<file path="config.mk">
export PLATFORM = sky130hd
export DESIGN_NAME = cruise_controller
export DESIGN_NICKNAME = d
export VERILOG_FILES = /design/src/rtl/cruise_pkg.sv /design/src/rtl/cruise_edge_detect.sv /design/src/rtl/cruise_controller.sv
export SDC_FILE = /design/constraint.sdc
export NUM_CORES = 1
export LEC_CHECK = 0
export ABC_AREA = 1
export CORE_ASPECT_RATIO = 0.5
export CORE_MARGIN = 2
export CORE_UTILIZATION = 40
export CTS_CLUSTER_SIZE = 12
export DETAILED_ROUTE_END_ITERATION = 8
export DONT_BUFFER_PORTS = 1
export SYNTH_ARGS = -nofsm -noshare
export SYNTH_HDL_FRONTEND = slang
export SYNTH_HIERARCHICAL = 1
export SYNTH_SLANG_ARGS = --single-unit
export TNS_END_PERCENT = 10
</file>
<file path="constraint.sdc">
create_clock -name clk -period 1.5 [get_ports clk]
set_input_delay 0.3 -clock clk [delete_from_list [all_inputs] [get_ports clk]]
set_output_delay 0.3 -clock clk [all_outputs]
set_load 0.02 [all_outputs]
</file>
<file path="src/rtl/cruise_pkg.sv">
// Shared types and constants for the cruise-control sequencer.
package cruise_pkg;

  typedef enum logic [2:0] {
    OFF     = 3'd0,
    STANDBY = 3'd1,
    CRUISE  = 3'd2,
    ADJ_UP  = 3'd3,
    ADJ_DN  = 3'd4
  } cruise_state_t;

  localparam logic [1:0] MODE_ADD = 2'b00;
  localparam logic [1:0] MODE_CMP = 2'b01;
  localparam logic [1:0] MODE_SUB = 2'b11;

  localparam logic [7:0] STEP = 8'd5;

  function automatic logic in_range(input logic [7:0] v, input logic [7:0] lo,
                                    input logic [7:0] hi);
    return (v >= lo) && (v <= hi);
  endfunction

endpackage

</file>
<file path="src/rtl/cruise_edge_detect.sv">
// Rising-edge detector: registered history, pulse is high in the first cycle the input is high.
module edge_detect (
  input  logic clk,
  input  logic reset_n,
  input  logic in_i,
  output logic pulse_o
);

  logic prev_q;

  always_ff @(posedge clk) begin
    if (!reset_n) prev_q <= 1'b0;
    else          prev_q <= in_i;
  end

  assign pulse_o = in_i & ~prev_q;

endmodule

</file>
<file path="src/rtl/cruise_controller.sv">
// Cruise-control sequencer: holds the set speed and drives the external speed ALU.
module cruise_controller
  import cruise_pkg::*;
#(
  parameter logic [7:0] MAX_SPEED = 8'd200,
  parameter logic [7:0] MIN_SPEED = 8'd30
) (
  input  logic          clk,
  input  logic          reset_n,
  input  logic          on,
  input  logic          off,
  input  logic          set,
  input  logic          resume,
  input  logic          accel,
  input  logic          decel,
  input  logic          brake,
  input  logic [7:0]    current_speed,
  output logic [7:0]    alu_a,
  output logic [1:0]    alu_mode,
  input  logic [7:0]    alu_result,
  input  logic          alu_G,
  input  logic          alu_Eq,
  input  logic          alu_L,
  output logic [7:0]    cruise_speed,
  output logic          cruise_active,
  output logic          throttle_up,
  output logic          throttle_down,
  output cruise_state_t state_o
);

  cruise_state_t state_q;
  logic [7:0]    speed_q;
  logic [1:0]    mode_q;
  logic          up_q, dn_q;
  logic          set_e, resume_e, accel_e, decel_e;
  logic          thr_up, thr_dn, cap_ok;

  edge_detect u_set    (.clk(clk), .reset_n(reset_n), .in_i(set),    .pulse_o(set_e));
  edge_detect u_resume (.clk(clk), .reset_n(reset_n), .in_i(resume), .pulse_o(resume_e));
  edge_detect u_accel  (.clk(clk), .reset_n(reset_n), .in_i(accel),  .pulse_o(accel_e));
  edge_detect u_decel  (.clk(clk), .reset_n(reset_n), .in_i(decel),  .pulse_o(decel_e));

  // Flags are only meaningful while the ALU is in compare mode; Eq forces both low.
  assign thr_up = (mode_q == MODE_CMP) & alu_G & ~alu_Eq;
  assign thr_dn = (mode_q == MODE_CMP) & alu_L & ~alu_Eq;
  assign cap_ok = in_range(current_speed, MIN_SPEED, MAX_SPEED);

  always_ff @(posedge clk) begin
    if (!reset_n) begin
      state_q <= OFF;
      speed_q <= 8'd0;
      mode_q  <= MODE_CMP;
      up_q    <= 1'b0;
      dn_q    <= 1'b0;
    end else if (off) begin
      state_q <= OFF;
      speed_q <= 8'd0;
      mode_q  <= MODE_CMP;
      up_q    <= 1'b0;
      dn_q    <= 1'b0;
    end else begin
      mode_q <= MODE_CMP;
      up_q   <= 1'b0;
      dn_q   <= 1'b0;
      case (state_q)
        OFF: if (on) state_q <= STANDBY;
        STANDBY: begin
          if (brake) begin
            state_q <= STANDBY;
          end else if (set_e) begin
            if (cap_ok) begin
              state_q <= CRUISE;
              speed_q <= current_speed;
            end
          end else if (resume_e && speed_q != 8'd0) begin
            state_q <= CRUISE;
          end
        end
        CRUISE: begin
          if (brake) begin
            state_q <= STANDBY;
          end else if (set_e) begin
            if (cap_ok) speed_q <= current_speed;
            up_q <= thr_up;
            dn_q <= thr_dn;
          end else if (!resume_e && accel_e) begin
            state_q <= ADJ_UP;
            mode_q  <= MODE_ADD;
          end else if (!resume_e && decel_e) begin
            state_q <= ADJ_DN;
            mode_q  <= MODE_SUB;
          end else begin
            up_q <= thr_up;
            dn_q <= thr_dn;
          end
        end
        ADJ_UP: begin
          state_q <= brake ? STANDBY : CRUISE;
          if (!brake) speed_q <= (speed_q > MAX_SPEED - STEP) ? MAX_SPEED : alu_result;
        end
        ADJ_DN: begin
          state_q <= brake ? STANDBY : CRUISE;
          if (!brake) speed_q <= (speed_q < MIN_SPEED + STEP) ? MIN_SPEED : alu_result;
        end
        default: state_q <= OFF;
      endcase
    end
  end

  assign alu_a         = speed_q;
  assign cruise_speed  = speed_q;
  assign alu_mode      = mode_q;
  assign throttle_up   = up_q;
  assign throttle_down = dn_q;
  assign cruise_active = (state_q == CRUISE) || (state_q == ADJ_UP) || (state_q == ADJ_DN);
  assign state_o       = state_q;

endmodule

</file>
==> results_dict.tcl <==
set metrics [dict create \
    drtIter0Drc 80 \
    crit_fanout 6 \
    yosys_warnings 6 \
    clockBufferDepth 2 \
    ioPinCount 52 \
    vias 1288 \
    portBuffers 0 \
    cts_tree "built" \
    period_needed_ps 1370 \
    wl_mm 3.010 \
    min_path_type "in2reg" \
    syn-num-nets 248 \
    fmax_mhz 730.2 \
    crit_arrival_ps 1070 \
    post_cts_buffers 0 \
    cts.sinks 19 \
    path_clk_slew_ps 70 \
    cp-end-kind "output port" \
    gr-total-overflow 0 \
    start_util_pct 42.53 \
    grt_use_met2_pct 28.98 \
    clockRootBuffer "clkbuf_8" \
    post_cts_resized 0 \
    crit_required_ps 1200 \
    place_congestion 0.8498 \
    drive_above_1_share_pct 20.17 \
    grtUsageMet1_pct 22.27 \
    die_area_um2 3740 \
    crit_chain "nor2_2 > nand2_2 > buf_4 > nand2_2" \
    drt.antenna.violating_nets 0 \
    crit_family "flip-flops" \
    die_w_um 84.51 \
    area_delta_synth_final_pct 14.09 \
    dieHeight_um 44.26 \
    tightest_slew_ps 314.2 \
    synth_top_area_cell "dfxtp_1" \
    grt_max_degree 15 \
    antenna_cells 0 \
    rows 14 \
    p_leak_nw 0.7857 \
    drv_cap 0 \
    p_total_mw 1.183 \
    fin_skew_ps 1.734 \
    p_seq_share_pct 45.7 \
    drv_slew 0 \
    crit_path_frequent_cell "nand2_2" \
    avgSynthCellArea_um2 5.892 \
    swShare_pct 30.97 \
    grt_setup_unrepaired "yes" \
    crit_slowest_cell "dfxtp_2" \
    viasPerCell 4.718 \
    finalHoldViolations 0 \
    power.share.clock_pct 30.4 \
    finalSetupViolCount 0 \
    insertion_delay_ps 260 \
    worst-setup-path-type "reg2out" \
    grt_util_all_layers_pct 17.36 \
    hold_slack_ps 132.3 \
    p_comb_share_pct 23.9 \
    remaining_drc_errors 0 \
    synth_cell_types 21 \
    synth_area_leaders "dfxtp_1 29%, nand2_1 16%, nand3_1 12%" \
    slowest_delay_ps 360 \
    powerDensity_nw_per_um2 799.9 \
    nFillCells 322 \
    syn_area_um2 1296 \
    cp-start-kind "flip-flop" \
    postCtsHoldBufs 0 \
    ir_worst_vdd_uv 315.3 \
    htree_levels 1 \
    antenna_found_initial 0 \
    gr-max-usage-layer "met2" \
    yosys.area.top_type_share_pct 29.34 \
    hpwl_mm 2.474 \
    status "complete, no violations" \
    slew_headroom_pct 78.97 \
    wire_per_inst_um 11.03 \
    met3_usage_pct 6.530 \
    utilization_pct 48.52 \
    cp.buffers_inverters 1 \
    drtPass1Iterations 4 \
    period_share_pct 91.30 \
    ys_seq_area_share_pct 29.34 \
    ys_ff_latch 19 \
    syn_inst 220 \
    final_nets 262 \
    core_um2 3048 \
    cts_buffers 3 \
    p_int_mw 0.8166 \
    grt_pass1_wl_mm 5.161 \
    grt_pass1_vias 1210 \
    p_switching_mw 0.3664 \
]
layout by cell type, fill, tap and decap left out, types with 2 or more instances in the layout:
cell	n
nand4_1	3
nor3b_1	2
clkbuf_8	3
buf_4	19
nor2_1	31
nand2_1	55
nor2_2	8
inv_1	32
dfxtp_2	2
nand3_1	31
nand2_2	6
nor3_1	2
o21ai_1	2
inv_2	5
dfxtp_1	17
a21oi_1	4
o21ai_0	5
metrics by stage:
stage,std cells,worst slack [ps],instance area (um^2),setup TNS (ps)
finish,273,130.5,1479,0
global route,273,-0.6837,1479,-0.6837
CTS,273,31.59,1460,0
detailed placement,269,67.58,1414,0
global placement,269,79.37,1414,0
floorplan,220,12.36,1297,0
worst reg2reg max path: cells and delay by family, from the launching register on:
| family | cells | cell delay [ps] |
|---|---|---|
| AND/OR/NAND/NOR | 5 | 440 |
| AO/OA/AOI/OAI | 1 | 170 |
| buffers and inverters | 3 | 260 |
| flip-flops | 1 | 370 |
per-layer routing:
| layer | share of wire (%) | wire length, um |
|---|---|---|
| met2 | 45 | 1368 |
| met3 | 6.9 | 208 |
| met4 | 0 | 0 |
| met1 | 48 | 1432 |
| met5 | 0 | 0 |
registers in the layout (all words and copies together) (netlist names):
register and count:
alu_a 8, u_set/prev_q 1, alu_mode 2, state_o 3, throttle_down 1, u_decel/prev_q 1
throttle_up 1, u_accel/prev_q 1, u_resume/prev_q 1
Yosys cell counts:
library cell   n
a21boi_0       1
a21oi_1        4
buf_2          1
buf_4          8
buf_6          1
dfxtp_1       19
inv_1         32
inv_2          5
nand2_1       56
nand2_2        6
nand3_1       31
nand4_1        3
nor2_1        35
nor2_2         4
nor3_1         2
nor3_2         1
nor3b_1        2
nor4_1         1
o21ai_0        6
o21ai_1        1
o21bai_4       1
cell type report:
class                   instances  area [um^2]  share of cell area (%)
multi-input cells             154        718.2                   48.56
inverters                      37        138.9                   9.391
clock inverters                 1        5.005                  0.3384
clock buffers                   3        41.29                   2.792
flip-flops and latches         19        382.9                   25.89
repair buffers                 19        142.6                   9.645
well taps                      40        50.05                   3.384
path summary, 6_finish.rpt:
kind	from	slack (ps)	depth (start not counted)	endpoint
setup reg to reg	state_o[2]	160	9	alu_a[7]
hold / removal	accel	130	2	u_accel/prev_q
setup / recovery	state_o[1]	130	4	cruise_active
hold reg to reg	u_accel/prev_q	520	2	alu_mode[1]
cell families (layout without fill, tap and decap cells):
group	Yosys count	after routing	synth area share (%)
simple gates	141	141	47.78
flops	19	19	29.34
compound gates	13	13	6.274
buf+inv	47	60	16.60
power by group through the flow:
stage / registers, mW / clock network, mW / logic [mW]
after detailed placement: 0.551 / 0 / 0.276
after global placement: 0.549 / 0 / 0.274
final: 0.540 / 0.360 / 0.283
after global routing: 0.544 / 0.393 / 0.321
after floorplan: 0.569 / 0 / 0.205
after CTS: 0.539 / 0.373 / 0.277
(Power assumes the default switching activity.)
